**src/rtl/adv_fifo.sv**
```systemverilog
// Single-clock FIFO with registered read data, status flags and over/underrun pulses.
// Optional stored even-parity per word is enabled by defining FIFO_PARITY_EN.
module adv_fifo #(
    parameter int unsigned WIDTH     = 8,
    parameter int unsigned DEPTH     = 16,
    parameter int unsigned ADDR_SIZE = 4,
    parameter int unsigned AF_LEVEL  = 14,
    parameter int unsigned AE_LEVEL  = 2
) (
    input  logic                 clk,
    input  logic                 rst_n,
    input  logic                 wr_en,
    input  logic [WIDTH-1:0]     data_in,
    input  logic                 rd_en,
`ifdef FIFO_PARITY_EN
    input  logic                 par_inject,
    output logic                 parity_err,
`endif
    output logic [WIDTH-1:0]     data_out,
    output logic                 rd_valid,
    output logic                 wr_ack,
    output logic                 overflow,
    output logic                 underflow,
    output logic                 full,
    output logic                 empty,
    output logic                 almost_full,
    output logic                 almost_empty,
    output logic [ADDR_SIZE:0]   count
);

    localparam int unsigned PTR_W = ADDR_SIZE + 1;
`ifdef FIFO_PARITY_EN
    localparam int unsigned MEM_W = WIDTH + 1;
`else
    localparam int unsigned MEM_W = WIDTH;
`endif

    logic [MEM_W-1:0] mem_q [DEPTH];

    logic [PTR_W-1:0] wr_ptr_q, wr_ptr_d;
    logic [PTR_W-1:0] rd_ptr_q, rd_ptr_d;
    logic [WIDTH-1:0] data_out_q, data_out_d;
    logic             rd_valid_q, rd_valid_d;
    logic             wr_ack_q, wr_ack_d;
    logic             overflow_q, overflow_d;
    logic             underflow_q, underflow_d;
`ifdef FIFO_PARITY_EN
    logic             parity_err_q, parity_err_d;
`endif

    logic [PTR_W-1:0] count_c;
    logic             full_c, empty_c;
    logic             wr_accept_c, rd_accept_c;
    logic [MEM_W-1:0] wr_word_c, rd_word_c;

    // Status flags derived from the registered pointers; the extra MSB separates full from empty.
    always_comb begin
        count_c = wr_ptr_q - rd_ptr_q;
        empty_c = (wr_ptr_q == rd_ptr_q);
        full_c  = (wr_ptr_q[ADDR_SIZE] != rd_ptr_q[ADDR_SIZE]) &&
                  (wr_ptr_q[ADDR_SIZE-1:0] == rd_ptr_q[ADDR_SIZE-1:0]);
    end

    assign count        = count_c;
    assign empty        = empty_c;
    assign full         = full_c;
    assign almost_full  = (count_c >= PTR_W'(AF_LEVEL));
    assign almost_empty = (count_c <= PTR_W'(AE_LEVEL));

    assign data_out  = data_out_q;
    assign rd_valid  = rd_valid_q;
    assign wr_ack    = wr_ack_q;
    assign overflow  = overflow_q;
    assign underflow = underflow_q;
`ifdef FIFO_PARITY_EN
    assign parity_err = parity_err_q;
`endif

    // Next-state: accept decisions, pointer advance and single-cycle status pulses.
    always_comb begin
        wr_accept_c  = wr_en && !full_c;
        rd_accept_c  = rd_en && !empty_c;
        rd_word_c    = mem_q[rd_ptr_q[ADDR_SIZE-1:0]];
`ifdef FIFO_PARITY_EN
        wr_word_c    = {(^data_in) ^ par_inject, data_in};
        parity_err_d = rd_accept_c && (^rd_word_c);
`else
        wr_word_c    = data_in;
`endif
        wr_ptr_d     = wr_ptr_q + PTR_W'(wr_accept_c);
        rd_ptr_d     = rd_ptr_q + PTR_W'(rd_accept_c);
        data_out_d   = rd_accept_c ? rd_word_c[WIDTH-1:0] : data_out_q;
        rd_valid_d   = rd_accept_c;
        wr_ack_d     = wr_accept_c;
        overflow_d   = wr_en && full_c;
        underflow_d  = rd_en && empty_c;
    end

    always_ff @(posedge clk or negedge rst_n) begin
        if (!rst_n) begin
            wr_ptr_q     <= '0;
            rd_ptr_q     <= '0;
            data_out_q   <= '0;
            rd_valid_q   <= 1'b0;
            wr_ack_q     <= 1'b0;
            overflow_q   <= 1'b0;
            underflow_q  <= 1'b0;
`ifdef FIFO_PARITY_EN
            parity_err_q <= 1'b0;
`endif
        end else begin
            wr_ptr_q     <= wr_ptr_d;
            rd_ptr_q     <= rd_ptr_d;
            data_out_q   <= data_out_d;
            rd_valid_q   <= rd_valid_d;
            wr_ack_q     <= wr_ack_d;
            overflow_q   <= overflow_d;
            underflow_q  <= underflow_d;
`ifdef FIFO_PARITY_EN
            parity_err_q <= parity_err_d;
`endif
        end
    end

    // Storage is never cleared; writes presented while reset is held are dropped.
    always_ff @(posedge clk) begin
        if (rst_n && wr_accept_c) begin
            mem_q[wr_ptr_q[ADDR_SIZE-1:0]] <= wr_word_c;
        end
    end

endmodule

```
**config.mk**
```make
export PLATFORM = sky130hd
export DESIGN_NAME = adv_fifo
export DESIGN_NICKNAME = d
export VERILOG_FILES = /design/src/rtl/adv_fifo.sv
export SDC_FILE = /design/constraint.sdc
export NUM_CORES = 1
export LEC_CHECK = 0
export CAP_MARGIN = 25
export CORE_MARGIN = 5
export CORE_UTILIZATION = 64
export DETAILED_ROUTE_END_ITERATION = 10
export PLACE_DENSITY = 0.84
export SKIP_CTS_REPAIR_TIMING = 1
export SYNTH_ARGS = -nofsm -noshare
export SYNTH_HDL_FRONTEND = slang
export SYNTH_SLANG_ARGS = --single-unit
```
**constraint.sdc**
```tcl
create_clock -name clk -period 4.3 [get_ports clk]
set_clock_uncertainty 0.05 [all_clocks]
set_input_delay 0.86 -clock clk [delete_from_list [all_inputs] [get_ports clk]]
set_output_delay 0.86 -clock clk [all_outputs]
set_load 0.01 [all_outputs]
```
* Yosys cells after proc, flatten, opt, wreduce, memory -nomap -nowiden
Memories as Yosys holds them, arrays and structs flattened. A register that Yosys moved wholly into a read port is not among the register bits. Index checks and enable logic that the tools add are counted. Widths: inputs -> output; s select.
Storage, ports and cells: memory bits (writable) 128, input port bits 12, register bits after elaboration 14, logic and storage cells 26, output and inout port bits 21, memories 1
Cells by class: equal/unequal tests 3, magnitude comparators 2, add/sub/neg operators 3, muxes and demuxes 2, reductions and logical operators 9
Memories:
- mem_q | words 16, width 8, read ports 1, clocked after memory_dff 1, wr ports 1, line 38 | logic [MEM_W-1:0] mem_q [DEPTH];
Operators by type and width (count):
- $add 5x1->5 | 2
- $logic_and 1x1->1 | 6
- $eq 5x5->1 | 1
- $ge 5x4->1 const B | 1
- $le 5x2->1 const B | 1
- $sub 5x5->5 | 1
- $eq 4x4->1 | 1
- $logic_not 1->1 | 3
- $mux 1 | 2
- $ne 1x1->1 | 1

* Longest topological paths before layout
Gate-level depths: netlist (run 1).
depth in word-level cells 7, gate-level depth with buffers 11, mapped depth without buffers 9

* Worst setup path after synthesis (run 1)
OpenSTA, ideal clock, no wires.
kind register to register, start register rd_ptr_q[3], end memory mem_q[0][0] (netlist bit), enable pin, path buffers 2, data arrival time 2.517 ns, data required time 3.867 ns, slack 1.350 ns, cell stages (with the launch flop) 9, clock period less this slack 2.950 ns, setup time 0.383 ns, cell sequence dfrtp_1 -> buf_6 -> clkbuf_1 -> inv_1 -> ha_1 -> nand4_1 -> nor2_1 -> or4_4 -> nor3_1
On the way: longest elaborated chain between the ends 7
Ends and longest elaborated chain:
- start: declaration | line 41 | logic [PTR_W-1:0] rd_ptr_q, rd_ptr_d;
- start signal: assignment | line 113 | rd_ptr_q <= rd_ptr_d;
- $eq 4x4->1 | line 61 | (wr_ptr_q[ADDR_SIZE-1:0] == rd_ptr_q[ADDR_SIZE-1:0]);
- $logic_and 1x1->1 | line 60 | full_c = (wr_ptr_q[ADDR_SIZE] != rd_ptr_q[ADDR_SIZE]) &&
- via full | line 24 | output logic full,
- $logic_not 1->1 | line 81 | wr_accept_c = wr_en && !full_c;
- $logic_and 1x1->1 | line 81
- $logic_and 1x1->1 | line 127 | if (rst_n && wr_accept_c) begin
- $mux 1 | line 127
- $mux 1 (not written as such) | line 128 | mem_q[wr_ptr_q[ADDR_SIZE-1:0]] <= wr_word_c;
- end: declaration | line 38
The timed path passes the listed nets, and every way through them passes these cells.

* Worst setup path in the final report (run 1)
start register wr_ptr_q[0], end output almost_empty
On the way: longest elaborated chain between the ends 2
Ends and longest elaborated chain:
- start: declaration | line 40 | logic [PTR_W-1:0] wr_ptr_q, wr_ptr_d;
- start signal: assignment | line 112 | wr_ptr_q <= wr_ptr_d;
- $sub 5x5->5 | line 58 | count_c = wr_ptr_q - rd_ptr_q;
- $le 5x2->1 | line 68 | assign almost_empty = (count_c <= PTR_W'(AE_LEVEL));
- end: declaration | line 27 | output logic almost_empty,
Every way passes these cells.

==> parameters.txt, run 1 <==
Parameter                              Value

STA
  Count of pins over their slew limit    0
  Count of final hold-check violations    0
  Worst Max-Slew Pin Slew    0.9871 ns
  Minimum setup slack in the final design    0.4124 ns
  Setup TNS    0 ns
  Final Setup Violations    0
  RSZ-0062 raised after global routing    false
  Crit path time final    about 3.9 ns
  Relative slew slack    33.95%
  Post-route fraction of the period consumed by the critical path    90.41%
  Highest Clock Rate    around 0.26 GHz

Floorplan
  DIE AREA    11460 um2
  Die width    107.0 um
  Placement row count    35
  Die Y    107.0 um
  IO Count    33
  Initial core utilization    approximately two thirds
  Core ar.    between 9000 and 10000 um2

Place
  Number of buffers inserted by port buffering    32
  Area after DPL    6495 um2
  Pre-CTS setup slack    0.9733 ns
  Weighted congestion reported at the end of routability-driven placement    0.8555
  DP Wirelength    between 7000 and 8000 um

Worst setup path
  Crit path required time    3.39 ns
  CP Data Arrival Time    approximately 3 ns
  Category of the critical setup timing path    reg -> out
  CP Max Fanout    8
  Startpoint Class    register
  Sort of element at the end of the critical path    primary output

CTS
  Buffers from clock root to sink, at most    2
  Root buffer selected by CTS    clkbuf_8
  Htree depth    4
  CTS tree    built
  Clock transition at path regs    about 0.060 ns
  Cts bufs inserted    17
  Latest clock arrival within the worst-skew pair    roughly 0.53 ns
  Clock sinks    150

Logic synthesis
  Cell taking the most area after synthesis    edfxtp_1
  Most frequent cell after synthesis    edfxtp_1
  Sequential fraction of the synthesis area    between 70% and 80%
  Warning count from the yosys run    0
  Cell area after technology mapping    roughly 6000 um2
  Count of flip-flops with a built-in enable after synthesis    128
  Top post-synthesis cells by area    edfxtp_1 (64%), mux4_1 (11%), dfrtp_1 (9.1%)
  Synthesized instance count    300
  Most frequent cells after synthesis    edfxtp_1 (128), mux4_1 (25), dfrtp_1 (22)
  Syn_area_per_cell    between 20 and 25 um2
  Number of distinct standard cells referenced by the synthesized netlist    37
  Most common flop cell mapped by yosys    edfxtp_1
  Area share of the leading cell type in the synthesized netlist    63.79%
  FFs w/ async S/R, synth    around 15%
  Register bit count reported by yosys    150
  Total nets after synthesis    321

Routing
  Average via count per standard cell    6.516
  Detailed-route wire length per cell    25.39 um
  Detailed Routing Iterations Pass 1    4
  Final WL    12110 um
  Total via count in the routed design    3108
  Remaining antenna violation count after routing    0
  Post-route DRC violation count    0
  Number of design-rule violations left by the first detailed-router iteration    291

Power and ir drop
  Sum of internal, switching and leakage power    4979 uW
  Largest vdd supply drop    0.4107 mV
  Reported leakage power    0.002464 uW
  Power Density    a little over 700 nW/um2

GRT
  First-pass GRT wire length    18600 um
  Total overflow reported by the global router    0
  GRT Util Overall    between 20% and 30%
  Most crowded layer after global routing    met2
  Maximum number of pins on one net before global-route repair    35
  Initial antenna violation count    0
  Met2 Use GR    roughly 38%
  Vias in the first global route    3162
  Global routing usage on met1    29.93%
  Met3 routing resource usage after global routing    6.020%

Finish
  Finished layout cell area    between 7000 and 8000 um2
  Post-layout nets    374
  Fraction of final layout cells sized beyond drive strength 1    16.94%
  Area overhead of the layout relative to synthesis    17.23%
  Antenna Diode Count    0

Min path
  Type of the tightest min-delay check    reg -> reg

Status
  Run status    complete, no violations

Run
  # Max-Cap Violations    0
power breakdown:
group | internal, uW | total, uW | switching [uW]
Sequential | 1740 | 1870 | 124
Combinational | 852 | 1690 | 840
Clock | 830 | 1420 | 589
Total | 3430 | 4980 | 1550
critical path, cell delays in order, from the launching register on:
cell and delay (ns):
dfrtp_1 0.46, inv_1 0.12, ha_1 0.17, inv_1 0.05, fa_1 0.40, a21o_1 0.18
a21oi_1 0.18, xnor2_1 0.13, a211oi_1 0.18, clkdlybuf4s50_1 0.57
flip-flops by register name, indices dropped and copies added (netlist names):
signal / flops
data_out: 8
underflow: 1
rd_valid: 1
wr_ack: 1
mem_q: 128
overflow: 1
wr_ptr_q: 5
rd_ptr_q: 5
layout make-up:
type	count	area, um2
Sequential cell	150	4395
Fill cell	495	2132
Multi-Input combinational cell	133	1524
Clock buffer	18	417.9
Timing Repair Buffer	44	410.4
Clock inverter	14	151.4
Tap cell	111	138.9
Inverter	7	26.28
cells by family after synthesis:
group	count (synthesis)	share of synthesized area [%]
AOI/OAI and AO/OA	34	3.509
adders and majority gates	9	1.993
muxes	40	15.01
xor gates and xnor gates	10	1.453
buffers and inverters	17	1.785
DFF	150	72.92
and+or+nand+nor	40	3.322
per-layer routing:
metal / vias up / share of wire (%)
li1: 1354 / -
met1: 1608 / 40
met2: 121 / 52
met3: 25 / 6.1
met4: 0 / 2.1
met5: - / 0
placed cells by master, fill, tap and decap left out, drive strengths merged:
cell type / count
edfxtp: 128
clkdlybuf4s50: 32
mux4: 32
dfrtp: 22
clkbuf: 18
o22ai: 16
nor2: 14
buf: 12
a21oi: 11
inv: 10
mux2: 8
ha: 8
xnor2: 6
nand3: 5
nand2: 5
nor3: 5
clkinv: 5
xor2: 4
clkinvlp: 4
a21o: 2
nor2b: 2
nand3b: 2
bufinv: 2
nand4: 1
and4: 1
o21a: 1
o21ai: 1
or3: 1
and2: 1
nand2b: 1
or4: 1
and3: 1
a41o: 1
a211oi: 1
o211ai: 1
fa: 1
stage by stage:
stage / util, % / hold slack [ns] / cells
floorplan: - / 0.4503 / 300
global placement: 70.63 / 0.4702 / 445
detailed placement: 70.63 / 0.4822 / 445
CTS: 76.82 / 0.4948 / 477
global route: 76.82 / 0.5122 / 477
finish: 76.82 / 0.5044 / 477
path summary, 6_finish.rpt:
path	end	from	slack, ns	cells after the start
min	wr_ptr_q[4]$_DFF_PN0_	wr_ptr_q[4]$_DFF_PN0_	0.50	1
max reg2reg	mem_q[15][3]$_DFFE_PP_	rd_ptr_q[2]$_DFF_PN0_	1.47	6
min in group asynchronous	rd_valid$_DFF_PN0_	rst_n	0.67	2
max	almost_empty	wr_ptr_q[0]$_DFF_PN0_	0.41	9
max in group asynchronous	rd_ptr_q[0]$_DFF_PN0_	rst_n	3.28	2
min reg2reg	wr_ptr_q[4]$_DFF_PN0_	wr_ptr_q[4]$_DFF_PN0_	0.50	1
(Power assumes the default switching activity.)
==> run 2, diff against run 1 <==
Settings changed: SKIP_CTS_REPAIR_TIMING 1 to default.
==> results of run 2 <==
The final DEF is identical to that of run 1; final timing and power are the same.
==> run 3, diff against run 2 <==
Settings changed: CORE_MARGIN 5 to 4, MAX_ROUTING_LAYER from default to met4.
==> run 3 against run 2 <==
Net effect: combinational power hardly changed; design area grew 0.92%; clock power grew 13%; setup slack worse by 0.063 ns; global-route usage increased by 2.0 points; critical path depth did not move; largest power group unchanged.
==> parameters.txt, run 3 (same netlist as run 1, synthesis figures left out) <==
Parameter                              Value

Status
  Run status    complete, no violations

CTS
  Hold bufs inserted after CTS    0
  Cts bufs inserted    17 (unchanged)
  Post-CTS setup buffer count    0
  CTS tree    built
  Latest clock arrival within the worst-skew pair    0.52 ns (about the same)
  Htree depth    4 (unchanged)
  Root buffer selected by CTS    clkbuf_8
  Clock sinks    150 (unchanged)
  Buffers from clock root to sink, at most    2 (unchanged)
  Clock transition at path regs    0.06 ns (about the same)
  CTS-repair resized insts    0

STA
  Hold Worst Slack    0.5128 ns (+0.008456 ns)
  Highest Clock Rate    0.2531 GHz (-1.6%)
  Relative slew slack    32.65% (-1.3 points)
  RSZ-0062 raised after global routing    false
  Final Setup Violations    0 (unchanged)
  Minimum setup slack in the final design    0.3497 ns (-0.06265 ns)
  Setup TNS    0 ns (unchanged)
  Post-route fraction of the period consumed by the critical path    91.87% (+1.5 points)
  Crit path time final    3.950 ns (+0.06265 ns)
  Worst Max-Slew Pin Slew    1.007 ns (+0.01954 ns)
  Count of pins over their slew limit    0 (unchanged)
  Count of final hold-check violations    0 (unchanged)

Finish
  Final design utilization    77.52% (+0.71 points)
  Area overhead of the layout relative to synthesis    18.31%
  Top library cells by usage in the layout, fill and taps aside    edfxtp_1 (128), clkdlybuf4s50_1 (32), mux4_1 (25)
  Multi-input logic area    1524 um2 (unchanged)
  Leading cell type in the layout, fill and taps excluded    edfxtp_1
  Number of fill cells in the layout    471 (-4.8%)
  Antenna Diode Count    0 (unchanged)
  Sequential cell area    4395 um2 (unchanged)
  Flip-flop count of the largest register after layout    128 (unchanged)
  Fraction of final layout cells sized beyond drive strength 1    16.48% (-0.46 points)
  Post-layout nets    372 (-0.53%)

Min path
  Number of instances on the worst hold path    1 (unchanged)
  Worst Hold Path EP    wr_ptr_q[4]$_DFF_PN0_
  Startpoint of the most critical hold path    wr_ptr_q[4]$_DFF_PN0_
  Type of the tightest min-delay check    reg -> reg

Floorplan
  IO Count    33 (unchanged)
  Die Y    105.0 um (-1.9%)
  Die width    105.0 um (-1.9%)
  DIE AREA    11030 um2 (-3.7%)
  Placement row count    35 (unchanged)
  Core ar.    9196 um2 (unchanged)
  Initial core utilization    65.52% (unchanged)

GRT
  Vias in the first global route    3274 (+3.5%)
  Global routing usage on met1    31.59% (+1.7 points)
  Met3 routing resource usage after global routing    6.671% (+0.65 points)
  GRT Util Overall    25.04% (+2.0 points)
  Maximum number of pins on one net before global-route repair    35 (unchanged)
  First-pass GRT wire length    19290 um (+3.7%)
  Most crowded layer after global routing    met2
  Met2 Use GR    39.32% (+1.3 points)
  Total overflow reported by the global router    0 (unchanged)
  Initial antenna violation count    0 (unchanged)

Routing
  Final WL    12540 um (+3.6%)
  Detailed-route wire length per cell    26.41 um (+4.0%)
  Number of design-rule violations left by the first detailed-router iteration    369 (+27%)
  Average via count per standard cell    6.766 (+3.8%)
  Post-route DRC violation count    0 (unchanged)
  Total via count in the routed design    3214 (+3.4%)
  Detailed Routing Iterations Pass 1    5 (+1)
  Remaining antenna violation count after routing    0 (unchanged)

Worst setup path
  Category of the critical setup timing path    reg -> out
  Sort of element at the end of the critical path    primary output
  Crit path required time    3.39 ns (about the same)
  CP Data Arrival Time    3.04 ns (+0.06 ns)
  Capture instance of the worst register-to-register path    mem_q[13][0]$_DFFE_PP_
  CP Max Fanout    8 (unchanged)
  Launch instance of the worst register-to-register path    wr_ptr_q[0]$_DFF_PN0_
  Depth of the worst register-to-register path    6 (unchanged)
  Startpoint Class    register
  R2R setup slack    1.31 ns (-0.16 ns)

Place
  DP Wirelength    7246 um (-3.0%)
  Pre-CTS setup slack    0.8982 ns (-0.07505 ns)
  Number of buffers inserted by port buffering    32 (unchanged)
  Weighted congestion reported at the end of routability-driven placement    0.8847 (+3.4%)

Power and ir drop
  Reported leakage power    0.002500 uW (+1.4%)
  Power Density    727.8 nW/um2 (+3.3%)
  Largest vdd supply drop    0.4651 mV (+13%)

Run
  # Max-Cap Violations    0 (unchanged)
-- run 3: where the power goes --
part	internal (uW)	total, uW	leakage [uW]	switching [uW]
Clock	1030	1610	0.000315	582
Combinational	848	1700	0.000775	854
Sequential	1740	1880	0.00141	135
Total	3620	5190	0.00250	1570
-- run 3: area by class of cell --
cell class | count | area share, %
clock buffer | 19 | 6.055
inverter | 7 | 0.3686
multi-input combinational | 133 | 21.38
timing repair buffer | 42 | 5.546
clock inverter | 13 | 3.054
tap | 111 | 1.948
sequential | 150 | 61.65
-- run 3: per-stage QoR --
stage	area [um2]	power [uW]	std cells
after global placement	6480	3500	443
after floorplan	6026	2959	300
after global routing	7129	5394	475
final	7129	5189	475
after CTS	7129	5204	475
after detailed placement	6480	3557	443
-- run 3: critical path, cell delays in order, from the launching register on --
cell and delay (ns):
dfrtp_1 0.48, inv_1 0.13, ha_1 0.19, inv_1 0.07, fa_1 0.40, a21o_1 0.18
a21oi_1 0.17, xnor2_1 0.12, a211oi_1 0.21, clkdlybuf4s50_1 0.58
-- run 3: how the worst max path moves through the flow --
stage          slack, ns                endpoint             startpoint  cells past startpoint
2_1_floorplan       1.35   mem_q[0][0]$_DFFE_PP_  rd_ptr_q[3]$_DFF_PN0_                      8
3_3_place_gp        1.04            almost_empty  wr_ptr_q[0]$_DFF_PN0_                      9
3_5_place_dp        0.90  mem_q[13][1]$_DFFE_PP_                  rst_n                      6
4_1_cts             0.32            almost_empty  wr_ptr_q[0]$_DFF_PN0_                      9
5_1_grt             0.15            almost_empty  wr_ptr_q[0]$_DFF_PN0_                      9
6_report            0.35            almost_empty  wr_ptr_q[0]$_DFF_PN0_                      9
-- run 3: metal layers --
layer  part of all wire [%]  up-vias
li1                       -     1351
met1                     38     1626
met2                     50      206
met3                    8.8       31
met4                    2.9        0
met5                      0        -
